--- src/rtl/vga_fifo_reader_if.sv ---
// Purpose: bundles the read-FIFO handshake and the VGA DAC pins of vga_fifo_reader.
// Latency: none, wires only.
// Backpressure: none; the FIFO side is a plain empty/read-enable pair.
interface vga_fifo_reader_if;
    logic        empty_r;
    logic [15:0] fifo_dout;
    logic        ren;
    logic        vga_hs;
    logic        vga_vs;
    logic        vga_de;
    logic [15:0] vga_rgb;
    logic        frame_start;
    logic [15:0] underflow_cnt;

    // Display reader side: consumes FIFO data, drives the DAC pins.
    modport master (
        input  empty_r, fifo_dout,
        output ren, vga_hs, vga_vs, vga_de, vga_rgb, frame_start, underflow_cnt
    );

    // Environment side: owns the FIFO, watches the DAC pins.
    modport slave (
        output empty_r, fifo_dout,
        input  ren, vga_hs, vga_vs, vga_de, vga_rgb, frame_start, underflow_cnt
    );
endinterface

--- src/rtl/vga_fifo_reader.sv ---
// Purpose: VGA raster generator that pops one RGB565 word per active pixel from a non-FWFT read FIFO.
// Latency: sync/DE/RGB appear 2 clocks after the raster counters; ren is combinational.
// Backpressure: none; the raster never stalls, an empty FIFO yields FILL_RGB and bumps underflow_cnt.
module vga_fifo_reader #(
    parameter int          H_ACTIVE = 640,
    parameter int          H_FP     = 16,
    parameter int          H_SYNC   = 96,
    parameter int          H_BP     = 48,
    parameter int          V_ACTIVE = 480,
    parameter int          V_FP     = 10,
    parameter int          V_SYNC   = 2,
    parameter int          V_BP     = 33,
    parameter logic        SYNC_POL = 1'b0,
    parameter logic [15:0] FILL_RGB = 16'h0000
) (
    input  logic            r_clk,
    input  logic            rst,
    vga_fifo_reader_if.master bus
);
    localparam int H_TOTAL = H_ACTIVE + H_FP + H_SYNC + H_BP;
    localparam int V_TOTAL = V_ACTIVE + V_FP + V_SYNC + V_BP;
    // One spare value of headroom so every window edge constant fits the counter.
    localparam int HW = $clog2(H_TOTAL + 1);
    localparam int VW = $clog2(V_TOTAL + 1);

    localparam logic [HW-1:0] H_LAST     = HW'(H_TOTAL - 1);
    localparam logic [HW-1:0] H_ACT_END  = HW'(H_ACTIVE);
    localparam logic [HW-1:0] H_SYNC_BEG = HW'(H_ACTIVE + H_FP);
    localparam logic [HW-1:0] H_SYNC_END = HW'(H_ACTIVE + H_FP + H_SYNC);
    localparam logic [VW-1:0] V_LAST     = VW'(V_TOTAL - 1);
    localparam logic [VW-1:0] V_ACT_END  = VW'(V_ACTIVE);
    localparam logic [VW-1:0] V_SYNC_BEG = VW'(V_ACTIVE + V_FP);
    localparam logic [VW-1:0] V_SYNC_END = VW'(V_ACTIVE + V_FP + V_SYNC);
    localparam logic [15:0]   UF_MAX     = 16'hFFFF;

    typedef enum logic [1:0] {
        ST_IDLE     = 2'd0,
        ST_WAIT_FRM = 2'd1,
        ST_RUN      = 2'd2
    } state_e;

    state_e state_q;

    logic [HW-1:0] h_cnt_q, h_cnt_d;
    logic [VW-1:0] v_cnt_q, v_cnt_d;

    logic de_pre, hs_pre, vs_pre, at_origin, run_now, ren_c, underflow_c;

    // Stage 1: timing qualifiers and the pop flag that matches next clock's fifo_dout.
    logic de1_q, de1_d, hs1_q, hs1_d, vs1_q, vs1_d, ren1_q, ren1_d, fs1_q, fs1_d;
    // Stage 2: registered pins.
    logic        vga_hs_q, vga_hs_d, vga_vs_q, vga_vs_d, vga_de_q, vga_de_d;
    logic        frame_start_q, frame_start_d;
    logic [15:0] vga_rgb_q, vga_rgb_d;
    logic [15:0] uf_cnt_q, uf_cnt_d;

    // Free-running raster counters: h wraps every line, v advances on h wrap.
    always_comb begin
        h_cnt_d = h_cnt_q + HW'(1);
        v_cnt_d = v_cnt_q;
        if (h_cnt_q == H_LAST) begin
            h_cnt_d = '0;
            v_cnt_d = (v_cnt_q == V_LAST) ? '0 : v_cnt_q + VW'(1);
        end
    end

    // Raster qualifiers and the FIFO pop decision for the current pixel.
    always_comb begin
        de_pre    = (h_cnt_q < H_ACT_END) && (v_cnt_q < V_ACT_END);
        hs_pre    = ((h_cnt_q >= H_SYNC_BEG) && (h_cnt_q < H_SYNC_END)) ? SYNC_POL : ~SYNC_POL;
        vs_pre    = ((v_cnt_q >= V_SYNC_BEG) && (v_cnt_q < V_SYNC_END)) ? SYNC_POL : ~SYNC_POL;
        at_origin = (h_cnt_q == '0) && (v_cnt_q == '0);
        // The WAIT_FRM->RUN clock already owns pixel (0,0), so it counts as running.
        run_now   = (state_q == ST_RUN) || ((state_q == ST_WAIT_FRM) && at_origin);
        // Reset gates both so nothing is popped or counted in the reset clock.
        ren_c       = run_now && de_pre && !bus.empty_r && !rst;
        underflow_c = run_now && de_pre &&  bus.empty_r && !rst;
    end

    // Next values for both pipeline stages and the saturating underflow counter.
    always_comb begin
        de1_d  = de_pre;
        hs1_d  = hs_pre;
        vs1_d  = vs_pre;
        ren1_d = ren_c;
        fs1_d  = run_now && at_origin;

        vga_hs_d      = hs1_q;
        vga_vs_d      = vs1_q;
        vga_de_d      = de1_q;
        frame_start_d = fs1_q;
        // fifo_dout is valid exactly one clock after ren, i.e. while ren1_q is set.
        vga_rgb_d     = ren1_q ? bus.fifo_dout : (de1_q ? FILL_RGB : 16'h0000);

        uf_cnt_d = uf_cnt_q;
        if (underflow_c && (uf_cnt_q != UF_MAX)) begin
            uf_cnt_d = uf_cnt_q + 16'd1;
        end
    end

    // Start-up FSM: wait for data, then align the first pop to the top-left pixel.
    always_ff @(posedge r_clk) begin
        if (rst) begin
            state_q <= ST_IDLE;
        end else begin
            case (state_q)
                ST_IDLE:     if (!bus.empty_r) state_q <= ST_WAIT_FRM;
                ST_WAIT_FRM: if (at_origin)    state_q <= ST_RUN;
                ST_RUN:      state_q <= ST_RUN;
                default:     state_q <= ST_IDLE;
            endcase
        end
    end

    // Counters, pipeline and statistics registers; reset aborts the frame at once.
    always_ff @(posedge r_clk) begin
        if (rst) begin
            h_cnt_q       <= '0;
            v_cnt_q       <= '0;
            de1_q         <= 1'b0;
            hs1_q         <= ~SYNC_POL;
            vs1_q         <= ~SYNC_POL;
            ren1_q        <= 1'b0;
            fs1_q         <= 1'b0;
            vga_hs_q      <= ~SYNC_POL;
            vga_vs_q      <= ~SYNC_POL;
            vga_de_q      <= 1'b0;
            vga_rgb_q     <= 16'h0000;
            frame_start_q <= 1'b0;
            uf_cnt_q      <= 16'h0000;
        end else begin
            h_cnt_q       <= h_cnt_d;
            v_cnt_q       <= v_cnt_d;
            de1_q         <= de1_d;
            hs1_q         <= hs1_d;
            vs1_q         <= vs1_d;
            ren1_q        <= ren1_d;
            fs1_q         <= fs1_d;
            vga_hs_q      <= vga_hs_d;
            vga_vs_q      <= vga_vs_d;
            vga_de_q      <= vga_de_d;
            vga_rgb_q     <= vga_rgb_d;
            frame_start_q <= frame_start_d;
            uf_cnt_q      <= uf_cnt_d;
        end
    end

    assign bus.ren           = ren_c;
    assign bus.vga_hs        = vga_hs_q;
    assign bus.vga_vs        = vga_vs_q;
    assign bus.vga_de        = vga_de_q;
    assign bus.vga_rgb       = vga_rgb_q;
    assign bus.frame_start   = frame_start_q;
    assign bus.underflow_cnt = uf_cnt_q;

endmodule

--- src/flat_wrapper.sv ---
// flat-port wrapper written by rule: the top's interface ports become plain ports
module vga_fifo_reader_flat 
#(
    parameter int          H_ACTIVE = 640,
    parameter int          H_FP     = 16,
    parameter int          H_SYNC   = 96,
    parameter int          H_BP     = 48,
    parameter int          V_ACTIVE = 480,
    parameter int          V_FP     = 10,
    parameter int          V_SYNC   = 2,
    parameter int          V_BP     = 33,
    parameter logic        SYNC_POL = 1'b0,
    parameter logic [15:0] FILL_RGB = 16'h0000
)
  (r_clk, rst, bus_empty_r, bus_fifo_dout, bus_ren, bus_vga_hs, bus_vga_vs, bus_vga_de, bus_vga_rgb, bus_frame_start, bus_underflow_cnt);
  vga_fifo_reader_if bus_i ();
  input  logic r_clk;
  input  logic rst;
  input wire logic [$bits(bus_i.empty_r)-1:0] bus_empty_r;
  input wire logic [$bits(bus_i.fifo_dout)-1:0] bus_fifo_dout;
  output wire logic [$bits(bus_i.ren)-1:0] bus_ren;
  output wire logic [$bits(bus_i.vga_hs)-1:0] bus_vga_hs;
  output wire logic [$bits(bus_i.vga_vs)-1:0] bus_vga_vs;
  output wire logic [$bits(bus_i.vga_de)-1:0] bus_vga_de;
  output wire logic [$bits(bus_i.vga_rgb)-1:0] bus_vga_rgb;
  output wire logic [$bits(bus_i.frame_start)-1:0] bus_frame_start;
  output wire logic [$bits(bus_i.underflow_cnt)-1:0] bus_underflow_cnt;
  assign bus_i.empty_r = bus_empty_r;
  assign bus_i.fifo_dout = bus_fifo_dout;
  assign bus_ren = bus_i.ren;
  assign bus_vga_hs = bus_i.vga_hs;
  assign bus_vga_vs = bus_i.vga_vs;
  assign bus_vga_de = bus_i.vga_de;
  assign bus_vga_rgb = bus_i.vga_rgb;
  assign bus_frame_start = bus_i.frame_start;
  assign bus_underflow_cnt = bus_i.underflow_cnt;
  vga_fifo_reader #(.H_ACTIVE(H_ACTIVE), .H_FP(H_FP), .H_SYNC(H_SYNC), .H_BP(H_BP), .V_ACTIVE(V_ACTIVE), .V_FP(V_FP), .V_SYNC(V_SYNC), .V_BP(V_BP), .SYNC_POL(SYNC_POL), .FILL_RGB(FILL_RGB)) u_core (.r_clk(r_clk), .rst(rst), .bus(bus_i));
endmodule
--- config.mk ---
export PLATFORM = sky130hd
export DESIGN_NAME = vga_fifo_reader_flat
export DESIGN_NICKNAME = d
export VERILOG_FILES = /design/src/rtl/vga_fifo_reader_if.sv /design/src/rtl/vga_fifo_reader.sv /design/src/flat_wrapper.sv
export SDC_FILE = /design/constraint.sdc
export NUM_CORES = 1
export LEC_CHECK = 0
export CAP_MARGIN = 10
export CELL_PAD_IN_SITES_DETAIL_PLACEMENT = 1
export CELL_PAD_IN_SITES_GLOBAL_PLACEMENT = 1
export CORE_MARGIN = 2
export CORE_UTILIZATION = 41
export CTS_CLUSTER_DIAMETER = 30
export DETAILED_ROUTE_END_ITERATION = 7
export PLACE_DENSITY = 0.94
export SLEW_MARGIN = 5
export SYNTH_ARGS = -nofsm -noshare
export SYNTH_HDL_FRONTEND = slang
export SYNTH_SLANG_ARGS = --single-unit
--- constraint.sdc ---
create_clock -name r_clk -period 4.38 [get_ports r_clk]
set_input_delay 0.876 -clock r_clk [delete_from_list [all_inputs] [get_ports r_clk]]
set_output_delay 0.876 -clock r_clk [all_outputs]
set_load 0.01 [all_outputs]
* Yosys cells after proc, flatten, opt, wreduce, memory -nomap -nowiden
Cells that the tools add are included.
** Word-level totals
- Bits in registers :: 63
- Bits in latches :: 0
- Bits in writable memories :: 0
- Bits in read-only memories :: 0
- Input port bits :: 19
- Output and inout bits :: 37
- Word-level logic and storage cells :: 58
- Memories kept :: 0
** Operators by class
- Add/subtract/negate cells :: 3
- Multipliers :: 0
- Div/mod/pow operators :: 0
- $lt $le $gt $ge :: 6
- Eq/ne operators :: 7
- Shifts and indexed selects :: 0
- Mux-type cells :: 6
- Bitwise gates (word level) :: 1
- Reductions and logical operators :: 21
** Operator list (number)
- $add 10x1->10 const B :: 2
- $eq 10x10->1 const B :: 2
- $logic_not 10->1 :: 2
- $lt 10x10->1 const B :: 2
- $lt 10x9->1 const B :: 2
- $add 16x1->16 const B :: 1
- $ne 16x16->1 const B :: 1
- $logic_and 1x1->1 :: 12
- $ge 10x10->1 const B :: 1
- $ge 10x9->1 const B :: 1
- $mux 10 :: 1
- $pmux 2 s3 :: 1
- $mux 2 :: 2
- $reduce_or 2->1 :: 2
- $eq 2x1->1 const B :: 1
- $eq 2x2->1 const B :: 1
- $logic_not 1->1 :: 2
- $logic_not 2->1 :: 1
- $mux 1 :: 2
- $ne 2x1->1 const B :: 1
- $ne 2x2->1 const B :: 1
- $reduce_and 2->1 :: 1
- $logic_or 1x1->1 :: 1
- $not 1->1 :: 1

* Depth between registers and ports, before layout
- Word-level depth :: 8
- Gate-level depth with buffers :: 9
- Depth with buffers taken out :: 7

* Least setup slack after synthesis
Ideal clock, no wire load.
- Kind :: reg-to-output
- From :: register u_core.v_cnt_q[0]
- To :: output bus_ren
- Arrival :: 1989 ps
- Data required time :: 3504 ps
- Slack :: 1515 ps
- Cell stages (with the launch flop) :: 9
- Buffers on the path :: 2
- Cell sequence :: dfxtp_1 > inv_1 > ha_1 > or4b_4 > nor3_4 > a31oi_4 > buf_6 > clkbuf_1 > nor3b_1
** Between the ends
- Word-level cells in the longest chain between the ends :: 7
- Elaborated cells on any way between the ends :: 9
- Classes of those cells :: 1 x order compare; 8 x reduce/logical
** RTL lines
- start: declaration :: line vga_fifo_reader.sv:45 : logic [VW-1:0] v_cnt_q, v_cnt_d;
- start signal: assignment :: line vga_fifo_reader.sv:133 : v_cnt_q <= v_cnt_d;
- branches (longest 4 deep; another with $lt 10x9->1)
- $logic_and 1x1->1 (*) (3 in a row) :: line vga_fifo_reader.sv:76 : ren_c = run_now && de_pre && !bus.empty_r && !rst;
- end: declaration :: line flat_wrapper.sv:21 : output wire logic [$bits(bus_i.ren)-1:0] bus_ren;
Mark *: on every way between the ends.

* Worst setup path after layout
Same ends and word-level chain as after synthesis.

==> results.toml <==
[sta]
fin_crit_sh_pct = 87.85
hold_viol = 0
maxSlewViolCount = 0
fin_crit_ns = 3.848
worstMarginPinSlew_ns = 0.7976
setup_ws_ns = 0.5323
tns_ns = 0
max_freq_ghz = 0.2599
rsz0062_at_grt = "no"
setup_viol = 0
relSlewSlack_pct = 46.83
fin_worst_skew_ns = 0.01004

[die]
core_mm2 = 0.006314
chipHeight_um = 84.80
fp-row-count = 29
initial_utilization_pct = 42.39
die_area_mm2 = 0.007190
dieWidth_um = 84.80
ioPinCount = 56

[finish]
final_cell_mix = "dfxtp_1, clkdlybuf4s50_1, nor2_1, a21oi_1, and2_1"
finalInstanceArea_mm2 = 0.003512
layout_commonest_cell = "dfxtp_1"
drive_above_1_share_pct = 7.692
post-route-util_pct = 55.63
fin_nets = 375
synthToLayoutAreaGrowth_pct = 31.23
nFillCells = 733
antenna-diode-count = 0

[placement]
placed_area_mm2 = 0.003292
port_buffers = 55
dp_hpwl_um = 4740
place_congestion = 0.8224
dp_slack_ns = 0.9220

[worst_hold_path]
hold_path_end = "u_core.bus.vga_hs"
min_path_cells = 1
hold_path_class = "reg2reg"
worstHoldStart = "u_core.hs1_q"

[detailed_routing]
dr.pass1.iters = 4
routed_wl_um = 6888
drt_iter0_markers = 70
drtAntennaViolNets = 0
drcViolationCount = 0
wl_per_cell_um = 16.09
vias = 2341
vias_per_cell = 5.470

[global_route]
grt_first_pass_wirelength_um = 11330
grt_pass1_vias = 2340
antenna_found_initial = 0
grt_max_degree = 35
gr-usage-all-layers_pct = 19.96
grt_overflow = 0

[clocking]
postCtsHoldBufs = 0
cts_setup_buffers = 0
clkTransAtPathRegs_ns = 0.08
cts_repair_resize_count = 0
clk_latency_ns = 0.35
cts_sinks = 63
numCtsBuffers = 9
cts_buffer_depth = 2
cts_tree = "built"
htreeDepth = 3
cts-root-buf = "clkbuf_8"

[logic_synthesis]
syn_area_per_cell_um2 = 9.229
syn_nets = 319
synth_cells = 290
ys_seq_elements = 63
ys.warnings.count = 0
synth_ff_type = "dfxtp_1"
synthArstFlopShare_pct = 0
syn-cell-area_mm2 = 0.002676
ys_seq_area_share_pct = 47.12
synth_edf_count = 0
netlist-cell-type-count = 37

[critical_path]
cp_cell_sequence = "inv_1 -> ha_1 -> or4b_4 -> nor3_4 -> a31oi_4 -> nor3b_1 -> clkdlybuf4s50_1"
arrival_ns = 2.97
critPathRequiredTime_ns = 3.50
rrSetupSlack_ns = 1.88
r2r_cells = 7
path_class = "reg2out"
r2r_end = "u_core.bus.underflow_cnt[6]"
reg2reg_from = "u_core.v_cnt_q[0]"
critPathMaxStageDelay_ns = 0.60
crit_fanout = 34
end_kind = "output pin"
worst_path_max_delay_cell = "clkdlybuf4s50_1"
worstSetupStartpointType = "flop"

[power]
power_density_mw_per_mm2 = 395.9
ir_drop_mv = 0.2504
p_leak_nw = 1.215

[job]
drv_cap = 0

[run_status]
status = "finished, final reports clean"
[cell type report]
type	instances	area (um2)	area share (%)
multi-input cells	207	1339	38.12
flip-flops and latches	63	1261	35.91
repair buffers	57	565.5	16.10
clock buffers	9	123.9	3.527
clock inverters	7	96.34	2.743
well taps	77	96.34	2.743
inverters	8	30.03	0.8550
[where the power goes]
part / internal (mW) / total (mW) / switching, mW
clock network: 0.321 / 0.562 / 0.241
logic: 0.0849 / 0.215 / 0.130
registers: 0.597 / 0.613 / 0.0156
total: 1.00 / 1.39 / 0.387
[worst max-delay path by stage]
stage | start | end | slack [ns] | depth (start not counted)
final | u_core.v_cnt_q[0] | bus_ren | 0.53 | 7
after global routing | u_core.v_cnt_q[0] | bus_ren | 0.36 | 7
after CTS | u_core.v_cnt_q[0] | bus_ren | 0.51 | 7
after detailed placement | rst | bus_ren | 0.92 | 5
after global placement | rst | bus_ren | 0.94 | 5
after floorplan | u_core.v_cnt_q[0] | bus_ren | 1.51 | 8
[cell families (layout without fill, tap and decap cells)]
family	count (synthesis)	after routing	synth area share [%]
AO/OA/AOI/OAI	46	46	11.03
XOR/XNOR	15	15	4.909
adder cells (fa/ha/maj)	10	10	4.675
buffers and inverters	20	81	3.132
flip-flops	63	63	47.12
AND/OR/NAND/NOR	136	136	29.13
[metal layers]
| layer | wire [um] | vias to the layer above | global-route usage (%) |
|---|---|---|---|
| met5 | 0 | - | 0 |
| met4 | 113 | 0 | 9.380 |
| met3 | 251 | 9 | 4.031 |
| met2 | 3598 | 39 | 35.22 |
| met1 | 2924 | 1152 | 23.03 |
| li1 | - | 1141 | - |
[critical path, delay by kind of cell, from the launching register on]
kind,cells,cell delay (ns)
DFF,1,0.33
buffers and inverters,2,0.71
and+or+nand+nor,3,1.09
adders and majority gates,1,0.15
AOI/OAI and AO/OA,1,0.34
[sequential cells by signal (all words and copies together), names as in the netlist]
| register | count |
|---|---|
| u_core.ren1_q | 1 |
| u_core.hs1_q | 1 |
| u_core.vga_vs_d | 1 |
| u_core.bus.underflow_cnt | 16 |
| u_core.frame_start_d | 1 |
| u_core.bus.vga_vs | 1 |
| u_core.h_cnt_q | 10 |
| u_core.state_q | 2 |
| u_core.bus.frame_start | 1 |
| u_core.v_cnt_q | 10 |
| u_core.bus.vga_hs | 1 |
| u_core.bus.vga_rgb | 16 |
| u_core.de1_q | 1 |
| u_core.bus.vga_de | 1 |
[stage by stage]
stage	total power [mW]	hold WS (ns)	instances
2_1_floorplan	0.7754	0.3895	290
3_3_place_gp	0.8266	0.3944	412
3_5_place_dp	0.8396	0.4089	412
4_1_cts	1.405	0.4302	428
5_1_grt	1.460	0.4546	428
6_report	1.390	0.4218	428
[Yosys cell counts (4+ instances only)]
cell	count	share of area, %
or2_2	4	0.93
ha_1	10	4.7
nand3_1	17	3.2
nand4_1	9	2.1
o31ai_1	13	3.6
and3_1	8	1.9
nor2_1	25	3.5
xor2_1	8	2.6
and4_1	4	1.3
or4_1	14	3.9
inv_1	8	1.1
xnor2_1	7	2.3
nor3_1	7	1.3
dfxtp_1	63	47
clkbuf_1	10	1.4
and2_1	18	4.2
o21ai_0	5	0.93
nand2_1	13	1.8
a21oi_1	20	3.7
No activity file was read; power rests on OpenSTA's default activity.
